**config.mk**
```make
export PLATFORM = sky130hd
export DESIGN_NAME = bcd_seg_scan
export DESIGN_NICKNAME = d
export VERILOG_FILES = /design/src/rtl/seg_pkg.sv /design/src/rtl/seg7_decode.sv /design/src/rtl/bcd_seg_scan.sv
export SDC_FILE = /design/constraint.sdc
export NUM_CORES = 1
export LEC_CHECK = 0
export BUFFER_PORTS_ARGS = -buffer_cell sky130_fd_sc_hd__buf_2
export CAP_MARGIN = 20
export CORE_MARGIN = 1
export CORE_UTILIZATION = 40
export CTS_BUF_LIST = sky130_fd_sc_hd__clkbuf_4
export CTS_CLUSTER_SIZE = 30
export DETAILED_ROUTE_END_ITERATION = 8
export PLACE_DENSITY = 0.59
export SLEW_MARGIN = 20
export SYNTH_ARGS = -nofsm -noshare
export SYNTH_HDL_FRONTEND = slang
export SYNTH_SLANG_ARGS = --single-unit
```
**constraint.sdc**
```tcl
create_clock -name clk -period 2.8 [get_ports clk]
set_clock_uncertainty 0.05 [all_clocks]
set_input_delay 0.42 -clock clk [delete_from_list [all_inputs] [get_ports clk]]
set_output_delay 0.42 -clock clk [all_outputs]
set_load 0.005 [all_outputs]
```
**src/rtl/seg_pkg.sv**
```systemverilog
// Purpose: shared constants for the 7-segment scan path: active-low glyph
//          patterns in {g,f,e,d,c,b,a} order and a width helper used to size
//          the slot counter and digit index.
// Contents: SEG_BLANK, SEG_DASH, SEG_0..SEG_9, clog2().
package seg_pkg;

  localparam logic [6:0] SEG_BLANK = 7'h7F;
  localparam logic [6:0] SEG_DASH  = 7'h3F;
  localparam logic [6:0] SEG_0     = 7'h40;
  localparam logic [6:0] SEG_1     = 7'h79;
  localparam logic [6:0] SEG_2     = 7'h24;
  localparam logic [6:0] SEG_3     = 7'h30;
  localparam logic [6:0] SEG_4     = 7'h19;
  localparam logic [6:0] SEG_5     = 7'h12;
  localparam logic [6:0] SEG_6     = 7'h02;
  localparam logic [6:0] SEG_7     = 7'h78;
  localparam logic [6:0] SEG_8     = 7'h00;
  localparam logic [6:0] SEG_9     = 7'h10;

  // Bits needed to hold 0..value-1; never less than 1 so single-state counters stay legal.
  function automatic int unsigned clog2(input int unsigned value);
    int unsigned w;
    w = 1;
    while ((64'(1) << w) < 64'(value)) w = w + 1;
    return w;
  endfunction

endpackage

```
**src/rtl/seg7_decode.sv**
```systemverilog
// Purpose: combinational BCD nibble to active-low 7-segment pattern.
// Ports:
//   i_nibble  in  4  BCD digit; 10..15 render as a dash
//   i_blank   in  1  force all segments off
//   o_seg_c   out 7  {g,f,e,d,c,b,a}, active-low (combinational)
module seg7_decode
  import seg_pkg::*;
(
  input  logic [3:0] i_nibble,
  input  logic       i_blank,
  output logic [6:0] o_seg_c
);

  always_comb begin
    o_seg_c = SEG_DASH;
    if (i_blank) begin
      o_seg_c = SEG_BLANK;
    end else begin
      case (i_nibble)
        4'd0:    o_seg_c = SEG_0;
        4'd1:    o_seg_c = SEG_1;
        4'd2:    o_seg_c = SEG_2;
        4'd3:    o_seg_c = SEG_3;
        4'd4:    o_seg_c = SEG_4;
        4'd5:    o_seg_c = SEG_5;
        4'd6:    o_seg_c = SEG_6;
        4'd7:    o_seg_c = SEG_7;
        4'd8:    o_seg_c = SEG_8;
        4'd9:    o_seg_c = SEG_9;
        default: o_seg_c = SEG_DASH;
      endcase
    end
  end

endmodule

```
**src/rtl/bcd_seg_scan.sv**
```systemverilog
// Purpose: time-multiplexed common-anode 7-segment driver. Captures a packed
//          BCD word into a shadow register on bcd_vld, promotes the shadow to
//          the displayed copy only at frame wrap (no tearing), and scans one
//          digit per slot with an all-anodes-off guard at each slot start.
// Ports:
//   clk          in   1         system clock
//   rst_n        in   1         asynchronous active-low reset
//   bcd_in       in   4*DIGITS  packed BCD, nibble i = digit i (digit 0 rightmost)
//   dp_in        in   DIGITS    decimal point request per digit, 1 = lit
//   bcd_vld      in   1         capture strobe for bcd_in/dp_in
//   an           out  DIGITS    anode enables, active-low
//   seg          out  7         {g,f,e,d,c,b,a}, active-low
//   dp           out  1         decimal point, active-low
//   frame_start  out  1         one-cycle pulse after the digit index wraps to 0
// Build option: define LEADING_ZERO_BLANK_EN to blank leading zero digits.
module bcd_seg_scan
  import seg_pkg::*;
#(
  parameter int unsigned DIGITS    = 6,
  parameter int unsigned CLK_HZ    = 100_000_000,
  parameter int unsigned SCAN_HZ   = 1_000,
  parameter int unsigned BLANK_CYC = 16
) (
  input  logic                  clk,
  input  logic                  rst_n,
  input  logic [4*DIGITS-1:0]   bcd_in,
  input  logic [DIGITS-1:0]     dp_in,
  input  logic                  bcd_vld,
  output logic [DIGITS-1:0]     an,
  output logic [6:0]            seg,
  output logic                  dp,
  output logic                  frame_start
);

  localparam int unsigned DIV = CLK_HZ / SCAN_HZ;
  localparam int unsigned CW  = clog2(DIV);
  localparam int unsigned IW  = clog2(DIGITS);
  localparam int unsigned BW  = 4 * DIGITS;

  logic [CW-1:0]     r_cnt;
  logic [IW-1:0]     r_idx;
  logic [BW-1:0]     r_shadow_bcd;
  logic [DIGITS-1:0] r_shadow_dp;
  logic [BW-1:0]     r_disp_bcd;
  logic [DIGITS-1:0] r_disp_dp;
  logic [DIGITS-1:0] r_an;
  logic [6:0]        r_seg;
  logic              r_dp;
  logic              r_frame_start;

  logic              w_slot_end;
  logic              w_wrap;
  logic [3:0]        w_nibble;
  logic [DIGITS-1:0] w_blank_mask;
  logic [6:0]        w_seg;

  assign w_slot_end = (r_cnt == CW'(DIV - 1));
  assign w_wrap     = w_slot_end && (r_idx == IW'(DIGITS - 1));
  assign w_nibble   = 4'(r_disp_bcd >> {r_idx, 2'b00});

`ifdef LEADING_ZERO_BLANK_EN
  // Digit i is blank when it and every more-significant digit are zero; digit 0 never blanks.
  always_comb begin
    logic w_zero_run;
    w_blank_mask = '0;
    w_zero_run   = 1'b1;
    for (int i = DIGITS - 1; i >= 1; i--) begin
      w_zero_run      = w_zero_run && (r_disp_bcd[4*i +: 4] == 4'd0);
      w_blank_mask[i] = w_zero_run;
    end
  end
`else
  assign w_blank_mask = '0;
`endif

  seg7_decode u_decode (
    .i_nibble (w_nibble),
    .i_blank  (w_blank_mask[r_idx]),
    .o_seg_c  (w_seg)
  );

  // Slot divider, digit index, shadow/display registers and registered pin drivers.
  always_ff @(posedge clk or negedge rst_n) begin
    if (!rst_n) begin
      r_cnt         <= '0;
      r_idx         <= '0;
      r_shadow_bcd  <= '0;
      r_shadow_dp   <= '0;
      r_disp_bcd    <= '0;
      r_disp_dp     <= '0;
      r_an          <= '1;
      r_seg         <= SEG_BLANK;
      r_dp          <= 1'b1;
      r_frame_start <= 1'b0;
    end else begin
      r_cnt <= w_slot_end ? '0 : r_cnt + CW'(1);
      if (w_slot_end) begin
        r_idx <= (r_idx == IW'(DIGITS - 1)) ? '0 : r_idx + IW'(1);
      end
      if (bcd_vld) begin
        r_shadow_bcd <= bcd_in;
        r_shadow_dp  <= dp_in;
      end
      // Display takes the pre-edge shadow, so a coincident bcd_vld lands one frame later.
      if (w_wrap) begin
        r_disp_bcd <= r_shadow_bcd;
        r_disp_dp  <= r_shadow_dp;
      end
      // Anodes stay off during the guard interval to suppress ghosting.
      r_an          <= (r_cnt < CW'(BLANK_CYC)) ? '1 : ~(DIGITS'(1) << r_idx);
      r_seg         <= w_seg;
      r_dp          <= ~r_disp_dp[r_idx];
      r_frame_start <= w_wrap;
    end
  end

  assign an          = r_an;
  assign seg         = r_seg;
  assign dp          = r_dp;
  assign frame_start = r_frame_start;

endmodule

```
==> impl_summary.md <==
Layout
The final instance area is 4802 sq um. In the final design database the tool counted 404 nets. The layout cell share with drive strength beyond 1 is 40.76%. From synthesis to final layout, the design area changed by 14.64%.

The total of fill cells in the finished design is 886. The repair_antennas step left the layout with diodes totalling 0.

Synth
The synthesized design contains 95 register bits. Yosys mapped the design onto 47 distinct sky130hd cell types. The average instance in the mapped netlist occupies 13.56 sq um. The post-synthesis async set-or-reset flop share is 100.0%.

For this run, the leading register cell type out of synthesis is sky130_fd_sc_hd__dfrtp_1. The share of the synthesized area in the top cell type is 48.39%. The portion of the post-synthesis area used by sequential elements is 57.17%. Sorting the synthesized cells by how often they occur yields sky130_fd_sc_hd__dfrtp_1, sky130_fd_sc_hd__mux2_2, sky130_fd_sc_hd__nor2_1. In this run, synthesis inferred 0 flip-flops with an integrated enable. When the netlist entered floorplanning its net count stood at 350. Sorting the synthesized cells by area gives the leading types as sky130_fd_sc_hd__dfrtp_1, sky130_fd_sc_hd__mux2_2, sky130_fd_sc_hd__dfstp_2, sky130_fd_sc_hd__mux2i_1, sky130_fd_sc_hd__ha_1. The netlist area before placement is 4189 sq um. The largest total area in the synthesized netlist belongs to sky130_fd_sc_hd__dfrtp_1.

In the synthesized netlist, the number of instances is 309. Yosys printed 0 warnings. sky130_fd_sc_hd__dfrtp_1 is the most common cell in the netlist.

GRT
The overall global routing resource usage is 15.08%. The first global-routing pass estimated 13010 microns of wire. The total overflow left after global routing is 0. The maximum number of pins on one net before global-route repair is 44. The number of global-route vias before repair came to 2615. The number of antenna violations at the first check in global routing is 0.

Timing
The final worst hold slack is 0.1433 ns. The worst path in the final design needs a cycle of 2.596 ns, including I/O delays and setup. Setup total negative slack on the finished layout was measured at 0 ns. The number of slew-limit violations in the final report was 0. The maximum frequency from static timing analysis is 385.2 MHz. Setup violations remaining at the end of the flow were counted as 0.

The slew at the pin closest to its max-slew limit is 0.6843 ns. The final critical path takes up 92.72% of the cycle. Setup repair after global routing left no endpoint under its margin. The worst slew margin relative to its limit is 54.38%.

The number of failing hold endpoints at the final stage is 0.

Clock tree
In this run, CTS created clock tree buffers numbering 9. In this run the post-CTS setup repair buffer count came out at 0. The clock network latency to the later pin of the worst-skew pair is 0.44 ns. The root buffer cell chosen for the clock tree is sky130_fd_sc_hd__clkbuf_4.

The buffer depth of the longest clock path is 2. The CTS tree is done. The maximum level of the CTS H-tree is 3. Counting every sink on the clock net gives 95.

After clock tree synthesis, the clock-pin slew on the worst setup and hold paths is 0.15 ns.

Floorplanning
The area of the die is 10890 sq um. The horizontal die dimension is 104.3 microns. The floorplan step set the die height to 104.3 microns. The initial utilization of the core area, before any placement, comes to 42.08%. The I/O pin total is 48. The number of standard-cell rows in the floorplan is 36. In this run the standard cell core region covers 9955 sq um.

Route
In the final routed layout, each cell accounts on average for 15.06 microns. The first detailed-routing pass took 4 iterations. The number of violations reported at the end of detailed-routing iteration 0 is 68.

The post-route antenna net violation count is 0. The routed layout has 2605 vias. After detailed routing, the number of remaining DRC violations is 0.

The via count normalized by instance count is 5.200. After detailed routing, the total wire length is 7543 microns.

Worst setup path
The setup slack of the most critical reg-to-reg path is 0.20 ns. The largest individual stage delay along the critical path comes from the cell sky130_fd_sc_hd__dfrtp_1. The critical path data required time is 3.10 ns.

The worst setup path is of the register to register kind. The number of buffers and inverters on the critical path is 1. On the critical path the largest part of the delay comes from flip-flops. The kind of launch point of the worst setup path is a register. Traced cell by cell, the critical path runs through mux2i_1 > o22ai_1 > nor2_1 > inv_1 > ha_1 > o21bai_1 > nor4_1 > a211oi_1. For the worst setup path, the data arrival time is 2.90 ns.

The worst setup path is captured at a register. In this run the worst path has a maximum fanout of 12. For this run, the slowest stage of the critical path takes 0.77 ns.

Run status
The flow ran to the end, and the final reports show no timing, DRC or antenna violations.

Power
The largest voltage drop on the vdd net is 0.2496 mV. For this design the static power due to leakage is 2.163 nW. The power per standard cell area is 531.5 nW/um^2. Summing internal, switching and leakage power gives 0.002552 W.

Hold path
The tightest min-delay check is of the primary input to register type.

Flow run
The max-capacitance violation count is 0.

Placed design
Routability-driven placement finished with a final weighted congestion of 0.8999. The post-place instance area is 4582 sq um. The placed wire-length estimate is 5338 microns. Port buffering added 47 buffers.
worst register-to-register path, delay by kind of cell, from the launching register on:
| kind | cells | cell delay [ns] |
|---|---|---|
| DFF | 1 | 0.77 |
| buffers and inverters | 1 | 0.13 |
| adders and majority gates | 1 | 0.20 |
| AOI/OAI and AO/OA | 3 | 0.40 |
| muxes | 1 | 0.31 |
| and+or+nand+nor | 2 | 0.66 |
kinds of logic (layout without fill, tap and decap cells):
family                     after synthesis  in the layout  synth area share (%)
and+or+nand+nor                         70             70                 9.498
muxes                                   77             77                 20.55
adders and majority gates                8              8                 2.390
buffers and inverters                   17             76                 2.180
xor gates and xnor gates                14             14                 2.927
DFF                                     95             95                 57.17
AOI/OAI and AO/OA                       28             28                 5.287
what timing repair did:
item / 4_1_cts / 5_1_grt
gates resized for setup: 0 / 0
hold endpoints to repair: 22 / 0
hold buffers: 1 / 0
layer usage:
layer	GRT usage, %	routed length (microns)	vias to the layer above
met2	22.37	3362	57
met4	5.102	132	0
li1	-	-	1225
met5	0	0	-
met1	20.95	3730	1313
met3	4.511	317	10
cell usage in the layout (no fill, tap or decap), types with 2 or more instances in the layout:
| cell | Yosys | final |
|---|---|---|
| sky130_fd_sc_hd__inv_1 | 6 | 6 |
| sky130_fd_sc_hd__o22a_1 | 2 | 2 |
| sky130_fd_sc_hd__nand3_1 | 10 | 10 |
| sky130_fd_sc_hd__o21ai_0 | 2 | 2 |
| sky130_fd_sc_hd__xor2_1 | 7 | 7 |
| sky130_fd_sc_hd__mux2_2 | 59 | 59 |
| sky130_fd_sc_hd__nand2_1 | 9 | 9 |
| sky130_fd_sc_hd__o21bai_1 | 2 | 2 |
| sky130_fd_sc_hd__nor4_1 | 6 | 6 |
| sky130_fd_sc_hd__o22ai_1 | 3 | 3 |
| sky130_fd_sc_hd__nand4_1 | 6 | 6 |
| sky130_fd_sc_hd__and4_1 | 4 | 4 |
| sky130_fd_sc_hd__clkbuf_4 | 0 | 9 |
| sky130_fd_sc_hd__bufinv_16 | 0 | 4 |
| sky130_fd_sc_hd__nor2_1 | 18 | 18 |
| sky130_fd_sc_hd__o31ai_1 | 2 | 2 |
| sky130_fd_sc_hd__dfrtp_1 | 81 | 81 |
| sky130_fd_sc_hd__buf_2 | 4 | 46 |
| sky130_fd_sc_hd__buf_4 | 0 | 6 |
| sky130_fd_sc_hd__a211oi_1 | 3 | 3 |
| sky130_fd_sc_hd__dfstp_2 | 14 | 14 |
| sky130_fd_sc_hd__xnor2_1 | 7 | 7 |
| sky130_fd_sc_hd__ha_1 | 8 | 8 |
| sky130_fd_sc_hd__mux2_1 | 3 | 3 |
| sky130_fd_sc_hd__and2_1 | 2 | 2 |
| sky130_fd_sc_hd__mux2i_1 | 14 | 14 |
| sky130_fd_sc_hd__a21oi_1 | 3 | 3 |
| sky130_fd_sc_hd__o2111a_1 | 3 | 3 |
| sky130_fd_sc_hd__nand2b_1 | 5 | 5 |
report_power, final:
part / switching [W] / leakage (nW) / internal [W] / total, W
Combinational: 0.0000495 / 0.858 / 0.0000589 / 0.000108
Sequential: 0.0000236 / 1.19 / 0.00142 / 0.00144
Clock: 0.000459 / 0.111 / 0.000545 / 0.00100
through the flow:
stage	std cells	utilization (%)	setup slack, ns
6_report	501	48.24	0.2038
5_1_grt	501	48.24	0.01185
4_1_cts	501	48.24	0.2107
3_5_place_dp	484	46.03	0.2639
3_3_place_gp	484	46.03	0.4551
2_1_floorplan	309	-	0.5918
sequential cells by signal, indices dropped and copies added (netlist names):
| signal | count |
|---|---|
| seg | 7 |
| r_shadow_dp | 6 |
| r_disp_bcd | 24 |
| frame_start | 1 |
| dp | 1 |
| r_cnt | 17 |
| r_idx | 3 |
| r_shadow_bcd | 24 |
| r_disp_dp | 6 |
| an | 6 |
area by class of cell:
cell class | count | area [sq um] | area share, %
well taps | 133 | 166.4 | 3.465
multi-input cells | 197 | 1703 | 35.46
clock inverters | 7 | 142.6 | 2.970
clock buffers | 9 | 67.56 | 1.407
repair buffers | 54 | 305.3 | 6.357
inverters | 6 | 22.52 | 0.4690
flip-flops and latches | 95 | 2395 | 49.87
final timing paths:
kind	from	endpoint	depth (start not counted)
setup reg to reg	r_idx[0]$_DFFE_PN0N_	seg[3]$_DFF_PN1_	8
hold reg to reg	r_disp_bcd[21]$_DFFE_PN0P_	r_disp_bcd[21]$_DFFE_PN0P_	1
setup / recovery	r_idx[0]$_DFFE_PN0N_	seg[3]$_DFF_PN1_	8
max in group asynchronous	rst_n	dp$_DFF_PN1_	3
hold / removal	bcd_in[13]	r_shadow_bcd[13]$_DFFE_PN0P_	2
min in group asynchronous	rst_n	r_cnt[6]$_DFF_PN0_	2
Note: power is estimated with default switching activity, not from simulation.
